--- src/rtl/div_fmt_pkg.sv ---
// Shared definitions for the divider result formatter.
// Holds the controller state encoding, the BCD digit width, the digit code shown
// for an error/blank result, and the double-dabble add-3 threshold.
package div_fmt_pkg;

  typedef enum logic [1:0] {
    StIdle,
    StShift,
    StDone
  } state_e;

  localparam int unsigned BCD_DIGIT_W     = 4;
  localparam logic [3:0]  BCD_ERR_DIGIT   = 4'hF;
  localparam logic [3:0]  BCD_ADD3_THRESH = 4'd5;

endpackage

--- src/rtl/div_result_bcd_if.sv ---
// Handshake bundle between the divider, the BCD formatter and the display logic.
// Upstream:   in_valid/in_ready with quotient, remainder, divisor.
// Downstream: out_valid/out_ready with q_bcd, r_bcd, div_by_zero.
// master: the side driving operands and accepting results (divider/display side).
// slave:  the formatter itself.
interface div_result_bcd_if
  import div_fmt_pkg::*;
#(
  parameter int unsigned WIDTH = 4,
  parameter int unsigned NDIG  = 2
);
  logic                        in_valid;
  logic                        in_ready;
  logic [WIDTH-1:0]            quotient;
  logic [WIDTH-1:0]            remainder;
  logic [WIDTH-1:0]            divisor;
  logic                        out_valid;
  logic                        out_ready;
  logic [BCD_DIGIT_W*NDIG-1:0] q_bcd;
  logic [BCD_DIGIT_W*NDIG-1:0] r_bcd;
  logic                        div_by_zero;

  modport master (
    output in_valid, quotient, remainder, divisor, out_ready,
    input  in_ready, out_valid, q_bcd, r_bcd, div_by_zero
  );

  modport slave (
    input  in_valid, quotient, remainder, divisor, out_ready,
    output in_ready, out_valid, q_bcd, r_bcd, div_by_zero
  );
endinterface

--- src/rtl/bcd_dd_step.sv ---
// One double-dabble iteration: add 3 to every BCD digit >= 5, then shift the
// concatenation {bcd, bin} left by one bit. Purely combinational.
// Ports:
//   bcd      BCD accumulator before this step
//   bin      binary shift register before this step
//   bcd_next BCD accumulator after correction and shift
//   bin_next binary shift register after shift (LSB filled with 0)
module bcd_dd_step
  import div_fmt_pkg::*;
#(
  parameter int unsigned WIDTH = 4,
  parameter int unsigned NDIG  = 2
) (
  input  logic [BCD_DIGIT_W*NDIG-1:0] bcd,
  input  logic [WIDTH-1:0]            bin,
  output logic [BCD_DIGIT_W*NDIG-1:0] bcd_next,
  output logic [WIDTH-1:0]            bin_next
);

  logic [BCD_DIGIT_W*NDIG-1:0] adj;

  always_comb begin
    adj = bcd;
    for (int i = 0; i < int'(NDIG); i++) begin
      if (bcd[i*BCD_DIGIT_W +: BCD_DIGIT_W] >= BCD_ADD3_THRESH) begin
        adj[i*BCD_DIGIT_W +: BCD_DIGIT_W] = bcd[i*BCD_DIGIT_W +: BCD_DIGIT_W] + 4'd3;
      end
    end
  end

  // Top bit of adj is always 0 given the NDIG sizing, so dropping it loses nothing.
  assign {bcd_next, bin_next} = {adj, bin} << 1;

endmodule

--- src/rtl/div_result_bcd.sv ---
// Divider result formatter. Accepts a quotient/remainder/divisor triple, flags a
// zero divisor, converts quotient and remainder to packed BCD with WIDTH
// double-dabble iterations, and holds the result until the consumer takes it.
// Ports:
//   clk   rising-edge clock
//   rst_n asynchronous active-low reset
//   bus   slave side of div_result_bcd_if (both handshakes and data)
module div_result_bcd
  import div_fmt_pkg::*;
#(
  parameter int unsigned WIDTH = 4,
  parameter int unsigned NDIG  = 2
) (
  input logic               clk,
  input logic               rst_n,
  div_result_bcd_if.slave   bus
);

  localparam int unsigned CntW = $clog2(WIDTH + 1);
  localparam int unsigned BcdW = BCD_DIGIT_W * NDIG;

  // NDIG digits must be able to hold the largest WIDTH-bit value.
  if (10 ** NDIG <= 2 ** WIDTH - 1) begin : g_ndig_chk
    $error("NDIG too small for WIDTH");
  end

  state_e            state_q, state_d;
  logic [CntW-1:0]   cnt_q, cnt_d;
  logic [WIDTH-1:0]  q_bin_q, q_bin_d, r_bin_q, r_bin_d;
  logic [BcdW-1:0]   q_acc_q, q_acc_d, r_acc_q, r_acc_d;
  logic              dz_q, dz_d;
  logic [BcdW-1:0]   q_bcd_q, q_bcd_d, r_bcd_q, r_bcd_d;
  logic              dbz_q, dbz_d;

  logic [WIDTH-1:0]  q_bin_step, r_bin_step;
  logic [BcdW-1:0]   q_acc_step, r_acc_step;

  bcd_dd_step #(.WIDTH(WIDTH), .NDIG(NDIG)) u_step_q (
    .bcd      (q_acc_q),
    .bin      (q_bin_q),
    .bcd_next (q_acc_step),
    .bin_next (q_bin_step)
  );

  bcd_dd_step #(.WIDTH(WIDTH), .NDIG(NDIG)) u_step_r (
    .bcd      (r_acc_q),
    .bin      (r_bin_q),
    .bcd_next (r_acc_step),
    .bin_next (r_bin_step)
  );

  always_comb begin
    state_d = state_q;
    cnt_d   = cnt_q;
    q_bin_d = q_bin_q;
    r_bin_d = r_bin_q;
    q_acc_d = q_acc_q;
    r_acc_d = r_acc_q;
    dz_d    = dz_q;
    q_bcd_d = q_bcd_q;
    r_bcd_d = r_bcd_q;
    dbz_d   = dbz_q;
    unique case (state_q)
      StIdle: begin
        if (bus.in_valid) begin
          q_bin_d = bus.quotient;
          r_bin_d = bus.remainder;
          q_acc_d = '0;
          r_acc_d = '0;
          dz_d    = (bus.divisor == '0);
          cnt_d   = CntW'(WIDTH);
          state_d = StShift;
        end
      end
      StShift: begin
        q_bin_d = q_bin_step;
        r_bin_d = r_bin_step;
        q_acc_d = q_acc_step;
        r_acc_d = r_acc_step;
        cnt_d   = cnt_q - 1'b1;
        // Last iteration: publish straight from the step outputs on this edge.
        if (cnt_q == CntW'(1)) begin
          state_d = StDone;
          dbz_d   = dz_q;
          if (dz_q) begin
            q_bcd_d = {NDIG{BCD_ERR_DIGIT}};
            r_bcd_d = {NDIG{BCD_ERR_DIGIT}};
          end else begin
            q_bcd_d = q_acc_step;
            r_bcd_d = r_acc_step;
          end
        end
      end
      StDone: begin
        if (bus.out_ready) state_d = StIdle;
      end
      default: state_d = StIdle;
    endcase
  end

  always_ff @(posedge clk or negedge rst_n) begin
    if (!rst_n) begin
      state_q <= StIdle;
      cnt_q   <= '0;
      q_bin_q <= '0;
      r_bin_q <= '0;
      q_acc_q <= '0;
      r_acc_q <= '0;
      dz_q    <= 1'b0;
      q_bcd_q <= '0;
      r_bcd_q <= '0;
      dbz_q   <= 1'b0;
    end else begin
      state_q <= state_d;
      cnt_q   <= cnt_d;
      q_bin_q <= q_bin_d;
      r_bin_q <= r_bin_d;
      q_acc_q <= q_acc_d;
      r_acc_q <= r_acc_d;
      dz_q    <= dz_d;
      q_bcd_q <= q_bcd_d;
      r_bcd_q <= r_bcd_d;
      dbz_q   <= dbz_d;
    end
  end

  assign bus.in_ready    = (state_q == StIdle);
  assign bus.out_valid   = (state_q == StDone);
  assign bus.q_bcd       = q_bcd_q;
  assign bus.r_bcd       = r_bcd_q;
  assign bus.div_by_zero = dbz_q;

endmodule
--- src/flat_wrapper.sv ---
// flat-port wrapper written by rule: the top's interface ports become plain ports
module div_result_bcd_flat import div_fmt_pkg::*;
#(
  parameter int unsigned WIDTH = 4,
  parameter int unsigned NDIG  = 2
)
  (clk, rst_n, bus_in_valid, bus_quotient, bus_remainder, bus_divisor, bus_out_ready, bus_in_ready, bus_out_valid, bus_q_bcd, bus_r_bcd, bus_div_by_zero);
  div_result_bcd_if #(.WIDTH(WIDTH), .NDIG(NDIG)) bus_i ();
  input logic clk;
  input logic rst_n;
  input wire logic [$bits(bus_i.in_valid)-1:0] bus_in_valid;
  input wire logic [$bits(bus_i.quotient)-1:0] bus_quotient;
  input wire logic [$bits(bus_i.remainder)-1:0] bus_remainder;
  input wire logic [$bits(bus_i.divisor)-1:0] bus_divisor;
  input wire logic [$bits(bus_i.out_ready)-1:0] bus_out_ready;
  output wire logic [$bits(bus_i.in_ready)-1:0] bus_in_ready;
  output wire logic [$bits(bus_i.out_valid)-1:0] bus_out_valid;
  output wire logic [$bits(bus_i.q_bcd)-1:0] bus_q_bcd;
  output wire logic [$bits(bus_i.r_bcd)-1:0] bus_r_bcd;
  output wire logic [$bits(bus_i.div_by_zero)-1:0] bus_div_by_zero;
  assign bus_i.in_valid = bus_in_valid;
  assign bus_i.quotient = bus_quotient;
  assign bus_i.remainder = bus_remainder;
  assign bus_i.divisor = bus_divisor;
  assign bus_i.out_ready = bus_out_ready;
  assign bus_in_ready = bus_i.in_ready;
  assign bus_out_valid = bus_i.out_valid;
  assign bus_q_bcd = bus_i.q_bcd;
  assign bus_r_bcd = bus_i.r_bcd;
  assign bus_div_by_zero = bus_i.div_by_zero;
  div_result_bcd #(.WIDTH(WIDTH), .NDIG(NDIG)) u_core (.clk(clk), .rst_n(rst_n), .bus(bus_i));
endmodule
--- config.mk ---
export PLATFORM = sky130hd
export DESIGN_NAME = div_result_bcd_flat
export DESIGN_NICKNAME = d
export VERILOG_FILES = /design/src/rtl/div_fmt_pkg.sv /design/src/rtl/div_result_bcd_if.sv /design/src/rtl/bcd_dd_step.sv /design/src/rtl/div_result_bcd.sv /design/src/flat_wrapper.sv
export SDC_FILE = /design/constraint.sdc
export NUM_CORES = 1
export LEC_CHECK = 0
export CAP_MARGIN = 20
export CORE_MARGIN = 8
export CORE_UTILIZATION = 49
export DETAILED_ROUTE_END_ITERATION = 10
export GPL_ROUTABILITY_DRIVEN = 0
export PLACE_DENSITY = 0.74
export SYNTH_ARGS = -nofsm -noshare
export SYNTH_HDL_FRONTEND = slang
export SYNTH_HIERARCHICAL = 1
export SYNTH_SLANG_ARGS = --single-unit
--- constraint.sdc ---
create_clock -name clk -period 1.65 [get_ports clk]
set_clock_uncertainty 0.1 [all_clocks]
set_input_delay 0.165 -clock clk [delete_from_list [all_inputs] [get_ports clk]]
set_output_delay 0.165 -clock clk [all_outputs]
set_load 0.01 [all_outputs]
==> flow_summary.toml <==
[sta]
finalSetupTns_ns = 0
hold_violations = 0
fin_ws_ns = 0.0583
slew_viol_final = 0
post-route-period-util = 0.965
worstMarginPinSlew_ns = 0.621
setup_viol = 0
rsz0062_at_grt = "yes"
period_minus_slack_ns = 1.59
max_freq_mhz = 628
max_slew_margin = 0.586

[setup_path]
slowest_stage = "dfrtp_1"
crit_arrival_ns = 1.73
cp_max_fo = 3
crit_top_cell = "a21oi_2"
max_stage_delay_ns = 0.37
crit_type = "register to register"
crit_chain = "inv_2 -> ha_1 -> nand2b_1 -> a21oi_2 -> buf_4 -> xnor2_1 -> nor2_1 -> a21oi_2"
critPathLaunchType = "register"
crit_path_end_kind = "register"
critPathRequiredTime_ns = 1.79

[layout]
area_delta_synth_final_pct = 24.7
layout_common_cells = "49 x nand2_1, 46 x nor2_1, 44 x dfrtp_1"
mostFrequentLayoutCell = "nand2_1"
layout.nets = 342
fin_util = 0.627
layout-drive-gt1-share = 0.211
design_area_um2 = 3160
fillerInstances = 452
diodes = 0

[clocking]
root_buffer = "clkbuf_8"
clk_path_buf_depth = 2
cts_made_buffers = 5
clkLatencyLatePin_ns = 0.30
numClockSinks = 47
cts_tree = "done"
htreeDepth = 2
clk_pin_slew_ns = 0.09

[yosys]
synth_edf_count = 0
synth_top_area_cell = "dfrtp_1"
yosys.cell_types.count = 30
synthFlopType = "dfrtp_1"
ys_async_sr_fraction = 1.00
synth_top_area_share = 0.464
syn_nets = 305
synth_cells = 279
synth_seq_cells = 47
syn_area_um2 = 2530
ys_warn_count = 6
syn_area_per_cell_um2 = 9.09
netlist_top_cells_area = "dfrtp_1 46%, nand2_1 7.3%, nor2_1 6.8%, a21oi_2 5.9%, ha_1 4.9%"
synth-seq-area-share = 0.464

[floorplan]
top_level_ports = 35
die_h_um = 87.9
rows = 26
core-area_um2 = 5040
initial_core_util = 0.503
dieArea_um2 = 7730
die_w_um = 87.9

[power_and_ir_drop]
p_per_area_nw_per_um2 = 2090
vdd_ir_drop_max_mv = 0.877
p_leak_nw = 1.38

[placed_design]
numPortBuffers = 34
post-place-ws_ns = 0.0161
dp_hpwl_mm = 3.55
placed_area_um2 = 2890

[detailed_routing]
routed_wl_mm = 5.22
vias_per_cell = 5.14
first_iter_violations = 90
route.detailed.drc = 0
avgRoutedWirePerCell_um = 13.5
dr_total_vias = 1989
postRouteAntennaNets = 0
firstDrtPassIters = 4

[global_route]
grt_use_total = 0.141
antenna_found_initial = 0
grt_pass1_vias = 1973
grt_pass1_wl_mm = 8.66
grt_max_degree = 29
gr-total-overflow = 0

[status]
status = "completed"

[min_path]
hp-class = "input port to async pin"

[job]
max_cap_viol_count = 0
==> flip-flops by register name, indices dropped and copies added (netlist names) <==
name	count
u_core/cnt_q	3
u_core/q_bin_q	4
u_core/r_acc_q	8
u_core/dz_q	1
u_core/bus.q_bcd	8
u_core/bus.r_bcd	8
u_core/state_q	2
u_core/bus.div_by_zero	1
u_core/q_acc_q	8
u_core/r_bin_q	4
==> metrics by stage <==
| step | total power (W) | hold WS (ns) | cells |
|---|---|---|---|
| global route | 0.00714 | 0.281 | 387 |
| CTS | 0.00624 | 0.250 | 378 |
| global placement | 0.00523 | 0.0514 | 369 |
| detailed placement | 0.00536 | 0.0548 | 369 |
| finish | 0.00660 | 0.242 | 387 |
| floorplan | 0.00446 | -0.231 | 279 |
==> cell usage after synthesis, types with 3 or more instances <==
library cell,count
ha_1,10
o21ai_0,15
nand2_1,49
inv_1,11
dfrtp_1,47
o32ai_1,8
nor2_1,46
buf_6,5
buf_4,14
xnor2_1,4
buf_2,5
o22ai_1,10
mux2i_1,4
nand2b_1,8
a21oi_1,3
a21oi_2,17
o21ai_1,7
==> worst paths after layout <==
check	cells past startpoint	end	from	slack [ns]
max	8	u_core/bus.r_bcd[5]	u_core/r_acc_q[5]	0.06
min	2	u_core/r_acc_q[1]	rst_n	0.24
max reg2reg	8	u_core/bus.r_bcd[5]	u_core/r_acc_q[5]	0.06
min reg2reg	2	u_core/bus.r_bcd[7]	u_core/bus.r_bcd[7]	0.42
max in group asynchronous	3	u_core/q_acc_q[0]	rst_n	0.68
min in group clk	3	u_core/state_q[1]	bus_out_ready	0.34
==> area by class of cell <==
type                            count  area [um2]  area share
Multi-Input combinational cell    194        1190       0.377
Sequential cell                    47        1180       0.373
Timing Repair Buffer               56         538       0.170
Tap cell                           70        87.6      0.0277
Clock buffer                        6        82.6      0.0261
Inverter                           12        45.0      0.0143
Clock inverter                      2        35.0      0.0111
==> kinds of logic (layout without fill, tap and decap cells) <==
family,Yosys count,count (layout),share of synthesized area
and+or+nand+nor,110,110,0.183
AOI/OAI and AO/OA,61,61,0.163
DFF,47,47,0.464
buffers and inverters,38,76,0.0943
adders and majority gates,10,10,0.0494
muxes,6,6,0.0262
xor gates and xnor gates,5,5,0.0173
other,2,2,0.00296
==> power by group <==
group          switching (W)  internal, W
clock               0.000380     0.000490
combinational        0.00182      0.00173
sequential          0.000466      0.00170
total                0.00267      0.00393
==> timing repair <==
action | CTS | global route
setup buffers | 0 | 9
setup endpoints to repair | 3 | 12
endpoints found under the hold margin | 19 | 0
pin swaps | 1 | 14
hold buffers | 1 | 0
gates resized for setup | 4 | 18
==> per-layer routing <==
metal  GRT usage  vias up  routed length, um  part of all wire
met1       0.157      952               2250              0.43
met2       0.248       44               2620              0.50
met5           0        -                  0                 0
met3      0.0394        8                270             0.052
li1            -      985                  -                 -
met4      0.0531        0                 82             0.016
==> worst max-delay path: cells and delay by family (launching register included) <==
| family | cells | cell delay [ns] |
|---|---|---|
| adder cells (fa/ha/maj) | 1 | 0.17 |
| AND/OR/NAND/NOR | 2 | 0.24 |
| XOR/XNOR | 1 | 0.14 |
| AO/OA/AOI/OAI | 2 | 0.31 |
| buffers and inverters | 2 | 0.20 |
| flip-flops | 1 | 0.37 |
Note: power is estimated with default switching activity, not from simulation.
